==> src/rtl/gen1_scrambler_pipe.sv <==
// Purpose : Gen1 per-lane transmit scrambler stage between the lane symbol mux and the 8b/10b encoder.
// Latency : 1 cycle from accept to out_valid_o; LFSR and ordered-set tracking advance on accept only.
// Backprsr: 1-deep output register; in_ready_o = ~out_valid_o | out_ready_i, everything frozen while stalled.
//
// Ports:
//   clk_i, rst_i                       clock, synchronous active-high reset
//   scramble_enable_i                  1 = scramble data symbols, 0 = pass-through with LFSR frozen
//   in_valid_i/in_ready_o/in_data_i/in_k_i      upstream symbol handshake
//   out_valid_o/out_ready_i/out_data_o/out_k_o  downstream symbol handshake
module gen1_scrambler_pipe #(
   parameter int          TS_LEN    = 16,
   parameter logic [15:0] LFSR_SEED = 16'hFFFF
) (
   input  logic       clk_i,
   input  logic       rst_i,
   input  logic       scramble_enable_i,
   input  logic       in_valid_i,
   output logic       in_ready_o,
   input  logic [7:0] in_data_i,
   input  logic       in_k_i,
   output logic       out_valid_o,
   input  logic       out_ready_i,
   output logic [7:0] out_data_o,
   output logic       out_k_o
);

   localparam int CW = $clog2(TS_LEN);

   localparam logic [7:0] SYM_COM = 8'hBC;
   localparam logic [7:0] SYM_SKP = 8'h1C;
   localparam logic [7:0] SYM_PAD = 8'hF7;

   typedef enum logic [1:0] {
      ST_DATA,
      ST_OS_ID,
      ST_TS_BODY
   } state_t;

   state_t         state, state_nxt;
   logic [CW-1:0]  ts_cnt, ts_cnt_nxt;
   logic [15:0]    lfsr, lfsr_nxt;
   logic [7:0]     scr_byte;
   logic [7:0]     data_nxt;
   logic           accept;
   logic           is_com, is_skp, is_pad;
   logic           ts_sym;
   logic           do_scramble;

   // Eight serial shifts of the Galois LFSR (taps x^5, x^4, x^3, 1) collapsed into one step.
   function automatic logic [15:0] lfsr_step8(input logic [15:0] o);
      logic [15:0] n;
      n[0]  = o[8];
      n[1]  = o[9];
      n[2]  = o[10];
      n[3]  = o[8]  ^ o[11];
      n[4]  = o[8]  ^ o[9]  ^ o[12];
      n[5]  = o[8]  ^ o[9]  ^ o[10] ^ o[13];
      n[6]  = o[9]  ^ o[10] ^ o[11] ^ o[14];
      n[7]  = o[10] ^ o[11] ^ o[12] ^ o[15];
      n[8]  = o[0]  ^ o[11] ^ o[12] ^ o[13];
      n[9]  = o[1]  ^ o[12] ^ o[13] ^ o[14];
      n[10] = o[2]  ^ o[13] ^ o[14] ^ o[15];
      n[11] = o[3]  ^ o[14] ^ o[15];
      n[12] = o[4]  ^ o[15];
      n[13] = o[5];
      n[14] = o[6];
      n[15] = o[7];
      return n;
   endfunction

   assign in_ready_o = ~out_valid_o | out_ready_i;
   assign accept     = in_valid_i & in_ready_o;

   assign is_com = in_k_i & (in_data_i == SYM_COM);
   assign is_skp = in_k_i & (in_data_i == SYM_SKP);
   assign is_pad = in_k_i & (in_data_i == SYM_PAD);

   // lfsr[15] is the first scrambling bit out, so it lands on bit 0 of the byte.
   assign scr_byte = {lfsr[8], lfsr[9], lfsr[10], lfsr[11],
                      lfsr[12], lfsr[13], lfsr[14], lfsr[15]};

   always_comb begin
      state_nxt   = state;
      ts_cnt_nxt  = ts_cnt;
      lfsr_nxt    = lfsr;
      ts_sym      = 1'b0;
      do_scramble = 1'b0;
      data_nxt    = in_data_i;

      // Ordered-set tracking runs regardless of scramble_enable_i.
      unique case (state)
         ST_DATA: begin
            if (is_com) state_nxt = ST_OS_ID;
         end
         ST_OS_ID: begin
            if (is_com) begin
               state_nxt = ST_OS_ID;
            end else if (!in_k_i || is_pad) begin
               // First TS symbol after COM already counts as body.
               state_nxt  = ST_TS_BODY;
               ts_cnt_nxt = CW'(TS_LEN - 3);
               ts_sym     = 1'b1;
            end else begin
               state_nxt = ST_DATA;
            end
         end
         ST_TS_BODY: begin
            ts_sym = 1'b1;
            if (is_com) begin
               state_nxt = ST_OS_ID;
            end else if (ts_cnt == '0) begin
               state_nxt = ST_DATA;
            end else begin
               ts_cnt_nxt = ts_cnt - 1'b1;
            end
         end
         default: state_nxt = ST_DATA;
      endcase

      if (is_com) begin
         lfsr_nxt = LFSR_SEED;
      end else if (is_skp || !scramble_enable_i) begin
         lfsr_nxt = lfsr;
      end else begin
         lfsr_nxt = lfsr_step8(lfsr);
      end

      do_scramble = !in_k_i && scramble_enable_i && !ts_sym;
      if (do_scramble) data_nxt = in_data_i ^ scr_byte;
   end

   always_ff @(posedge clk_i) begin
      if (rst_i) begin
         state       <= ST_DATA;
         ts_cnt      <= '0;
         lfsr        <= LFSR_SEED;
         out_valid_o <= 1'b0;
         out_data_o  <= 8'h00;
         out_k_o     <= 1'b0;
      end else if (accept) begin
         state       <= state_nxt;
         ts_cnt      <= ts_cnt_nxt;
         lfsr        <= lfsr_nxt;
         out_valid_o <= 1'b1;
         out_data_o  <= data_nxt;
         out_k_o     <= in_k_i;
      end else if (out_ready_i) begin
         out_valid_o <= 1'b0;
      end
   end

endmodule

==> config.mk <==
export PLATFORM = sky130hd
export DESIGN_NAME = gen1_scrambler_pipe
export DESIGN_NICKNAME = d
export VERILOG_FILES = /design/src/rtl/gen1_scrambler_pipe.sv
export SDC_FILE = /design/constraint.sdc
export NUM_CORES = 1
export LEC_CHECK = 0
export CORE_MARGIN = 10
export CORE_UTILIZATION = 35
export CTS_BUF_LIST = sky130_fd_sc_hd__clkbuf_4 sky130_fd_sc_hd__clkbuf_8 sky130_fd_sc_hd__clkbuf_16
export DETAILED_ROUTE_END_ITERATION = 8
export PLACE_DENSITY = 0.56
export SYNTH_ARGS = -nofsm -noshare
export SYNTH_HDL_FRONTEND = slang
export SYNTH_SLANG_ARGS = --single-unit
==> constraint.sdc <==
create_clock -name clk_i -period 2.9 [get_ports clk_i]
set_clock_uncertainty 0.1 [all_clocks]
set_input_delay 0.58 -clock clk_i [delete_from_list [all_inputs] [get_ports clk_i]]
set_output_delay 0.58 -clock clk_i [all_outputs]
set_load 0.05 [all_outputs]
---- After elaboration in Yosys (flattened, before gate mapping) ----
Index checks and enable logic that the tools add are counted.
storage, ports and cells
  word-level logic and storage cells ...... 82
  output and inout port bits .............. 11
  input port bits ......................... 14
  register bits ........................... 32
operators by class
  equality and inequality tests ........... 12
  reduce and logical (&&, ||, !) cells .... 14
  add/subtract/negate cells ............... 1
  bitwise logic cells ..................... 30
  multiplexer cells ....................... 19
operators by type and width
  kind                                                                 number
  16-bit 2-to-1 mux                                                    2
  1-bit bitwise XOR                                                    23
  8-bit == test (second input constant)                                2
  4-bit 2-to-1 mux                                                     4
  2-bit inequality test (second input constant)                        6
  2-bit 2-to-1 mux                                                     5
  8-bit by 5-bit == test with 1-bit output (second input constant)     1
  8-bit 2-to-1 mux                                                     1
  4-bit one-hot mux with 2 select lines                                1
  8-bit bitwise XOR                                                    1
  2-bit one-hot mux with 3 select lines                                1
  6-bit AND reduction                                                  1
  1-bit bitwise AND                                                    4
  4-bit zero test                                                      1
  1-bit 2-to-1 mux                                                     4
  2-bit nonzero test                                                   2
  4-bit by 1-bit subtractor with 4-bit output (second input constant)  1
  1-bit zero test                                                      3
  3-bit inequality test (second input constant)                        1
  3-bit AND reduction                                                  1
  2-bit by 1-bit == test with 1-bit output (second input constant)     1
  2-bit == test (second input constant)                                1
  1-bit logical AND                                                    2
  2-bit zero test                                                      1
  other kinds (5)                                                      6

---- Depth between registers and ports, before layout ----
  depth after elaboration ................. 9
  gate-level depth with buffers ........... 8

---- Least setup slack after synthesis ----
OpenSTA, ideal clock, no wires.
  path type ............................... reg2reg
  start point ............................. register out_valid_o
  end point ............................... register lfsr[4]
  buffers on the path ..................... 3
  cell stages (with the launch flop) ...... 8
  setup time .............................. 122 ps
  arrival time ............................ 2,196 ps
  path slack .............................. 482 ps
  required time ........................... 2,678 ps
  cells stage by stage .................... dfxtp_1 > nand2b_1 > and2_1 > clkbuf_1 > and2_4 > buf_6 > buf_6 > o32a_1
between the ends
  cells in the longest elaborated chain, start to end .. 4
ends and longest elaborated chain
  item                                  RTL line  RTL
  from (decl)                           21        output logic out_valid_o,
  from (signal assigned)                137       out_valid_o <= 1'b0;
  from (signal assigned)                144       out_valid_o <= 1'b1;
  from (signal assigned)                148       out_valid_o <= 1'b0;
  1-bit inverter                        71        assign in_ready_o = ~out_valid_o | out_ready_i;
  1-bit OR                              71
  via in_ready_o                        18        output logic in_ready_o,
  1-bit bitwise AND                     72        assign accept = in_valid_i & in_ready_o;
  2-bit AND reduction (no source line)  -
  to (signal assigned)                  143       lfsr <= lfsr_nxt;
  to (decl)                             41        logic [15:0] lfsr, lfsr_nxt;
The timed path passes the listed nets, and every way through them passes these cells.
A chain may end at the register's enable or synchronous reset.

---- Worst setup path after layout ----
  start point ............................. input in_data_i[7]
  end point ............................... register ts_cnt[1]
between the ends
  cells in the longest elaborated chain, start to end .. 5
  elaborated cells on any way between the ends .. 9
ends and longest elaborated chain
  item                                    RTL line  RTL
  from (decl)                             19        input logic [7:0] in_data_i,
  8-bit == test                           76        assign is_pad = in_k_i & (in_data_i == SYM_PAD);
  1-bit bitwise AND                       76
  1-bit logical OR                        98        end else if (!in_k_i || is_pad) begin
  2-bit inequality test (no source line)  -
  6-bit AND reduction (no source line) *  -
  to (signal assigned)                    142       ts_cnt <= ts_cnt_nxt;
  to (decl)                               40        logic [CW-1:0] ts_cnt, ts_cnt_nxt;
Mark *: on every way between the ends. The rest lies on a longest branch, timed or not.

==> impl_metrics.ini <==
[global_routing]
grt_antenna_before_repair = 0
grt_pass1_wl_um = 7355
track_usage_pct = 10.67
grt_max_degree = 21
first_global_vias = 1458
grt_overflow = 0

[routing]
drt-initial-drc-count = 52
postRouteAntennaNets = 0
drt-total-wl_um = 4310
dr_total_vias = 1509
drc = 0
vias_per_cell = 5.064
drtPass1Iterations = 5
wire_per_inst_um = 14.46

[timing]
setup_violations = 0
fin_tns_setup_ps = 0
tightest_slew_ps = 522.2
slew_viol_final = 0
rsz0062_at_grt = no
max_slew_margin_pct = 65.08
timing.hold.ws_ps = 375.7
period_share_pct = 80.51
finalHoldViolCount = 0
period_needed_ps = 2335
fmaxAchievable_mhz = 428.3

[status]
run_status = finished clean

[yosys]
synthesis.area_sq_mm = 0.001814
syn_nets = 226
synth_edf_count = 0
yosys.area.top_type_share_pct = 35.31
ys_warn_count = 0
syn_avg_cell_area_sq_um = 8.764
synth_area_leaders = dfxtp_1, xor2_1, xnor2_1
synth-seq-cells = 32
synthArstFlopShare_pct = 0
synth_ff_type = dfxtp_1
netlist_instances = 207
synth.most_common_cell = dfxtp_1
ys_seq_area_share_pct = 35.31
synth_commonest_cells = dfxtp_1, nor2_1, a21oi_1
synth.distinct_cells = 41
synth_top_area_cell = dfxtp_1

[cts]
cts_tree = built
h-tree-depth = 2
clock_sinks = 32
path_clk_slew_ps = 70
postCtsHoldBufs = 0
root_buffer = clkbuf_8
clockBufferDepth = 2
cts_buffers = 5
cts_resized = 0
post_cts_buffers = 0
clk_latency_ps = 290

[layout]
final_nets = 246
diodes = 0
design_area_sq_mm = 0.002228
syn_to_final_growth_pct = 22.83
drive_above_1_share_pct = 11.84

[worst_hold_path]
min_from = out_k_o
hold_depth = 2
hold_path_class = reg2reg
hold-path-endpoint = out_k_o

[setup_path]
reg2reg_depth = 7
cp.required_ps = 3010
regToRegSetupSlack_ps = 800
crit_arrival_ps = 2440
rr_startpoint = state[0]
worstPathMaxFanout = 8
critPathLaunchType = input port
crit_path_end_kind = flip-flop
regToRegEndpoint = ts_cnt[1]
critPathKind = in2reg

[floorplanning]
dieArea_sq_mm = 0.008463
chipHeight_um = 92.00
rows = 26
fp.dieW_um = 92.00
io_pins = 25
initial_core_util_pct = 35.75
core-area_sq_mm = 0.005075

[placement]
dpl.hpwl_um = 3161
place_area_sq_mm = 0.002117
io_buffers = 24
gp_congestion = 0.8244

[power_and_ir_drop]
ir_drop_uv = 165.9
p_leak_nw = 0.8032
power_density_mw_per_mm2 = 525.7

[run]
drv_cap = 0
==> kinds of logic (layout without fill, tap and decap cells) <==
group                      count (synthesis)  count (layout)  share of synthesized area [%]
and+or+nand+nor                           58              58                          17.45
AOI/OAI and AO/OA                         54              54                          21.86
buffers and inverters                     26              47                          6.275
adders and majority gates                  5               5                          3.448
muxes                                      3               3                          1.655
DFF                                       32              32                          35.31
xor gates and xnor gates                  29              29                          14.00
==> flip-flops by register name, summed over array words and instances (netlist names) <==
name	flops
out_valid_o	1
ts_cnt	4
lfsr	16
out_data_o	8
state	2
out_k_o	1
==> how the worst max path moves through the flow <==
stage / cells after the start / to / slack [ps] / from
4_1_cts: 6 / ts_cnt[1] / 590 / in_data_i[7]
3_5_place_dp: 6 / ts_cnt[1] / 300 / in_data_i[7]
3_3_place_gp: 6 / ts_cnt[1] / 340 / in_data_i[7]
6_report: 6 / ts_cnt[1] / 570 / in_data_i[7]
5_1_grt: 6 / ts_cnt[1] / 480 / in_data_i[7]
2_1_floorplan: 7 / lfsr[4] / 480 / out_valid_o
==> stage by stage <==
step | cells | setup slack [ps] | power [W] | util, %
6_report | 298 | 565.1 | 0.001171 | 43.91
5_1_grt | 298 | 477.2 | 0.001240 | 43.91
4_1_cts | 298 | 591.6 | 0.001187 | 43.91
3_5_place_dp | 290 | 297.6 | 0.0007542 | 41.72
3_3_place_gp | 290 | 340.8 | 0.0007535 | 41.72
2_1_floorplan | 207 | 482.3 | 0.0006745 | -
==> cells in the final DEF, fill, tap and decap left out, types with 6 or more instances in the layout <==
master,count
a211oi_1,9
a21oi_1,19
buf_4,6
clkdlybuf4s50_1,23
dfxtp_1,32
inv_1,9
nor2_1,24
o211ai_1,9
o32a_1,7
or2_2,7
xnor2_1,14
xor2_1,15
==> critical path, cell delays in order <==
cell and delay [ps]:
clkdlybuf4s50_1 610, nand4b_1 120, o21ai_0 280, o211a_1 320, or4b_1 460, o31ai_1 70
==> cell type report <==
cell class / count / area [sq um]
Fill cell: 527 / 2846
Multi-Input combinational cell: 149 / 1060
Sequential cell: 32 / 640.6
Timing Repair Buffer: 30 / 295.3
Tap cell: 70 / 87.58
Clock buffer: 5 / 68.82
Clock inverter: 3 / 42.54
Inverter: 9 / 33.78
==> routing by layer <==
| metal | global-route usage [%] | routed length [um] | share of wire, % | vias up |
|---|---|---|---|---|
| li1 | - | - | - | 769 |
| met1 | 14.20 | 2219 | 51 | 704 |
| met2 | 16.29 | 1895 | 44 | 30 |
| met3 | 2.363 | 122 | 2.8 | 6 |
| met4 | 4.242 | 72 | 1.7 | 0 |
| met5 | 0 | 0 | 0 | - |
==> power breakdown <==
part | leakage [nW] | switching (W) | total, W | internal (W)
combinational | 0.486 | 0.000139 | 0.000250 | 0.000111
clock | 0.0541 | 0.000175 | 0.000429 | 0.000254
sequential | 0.263 | 0.0000235 | 0.000493 | 0.000469
total | 0.803 | 0.000338 | 0.00117 | 0.000834
Note: power is estimated with default switching activity, not from simulation.
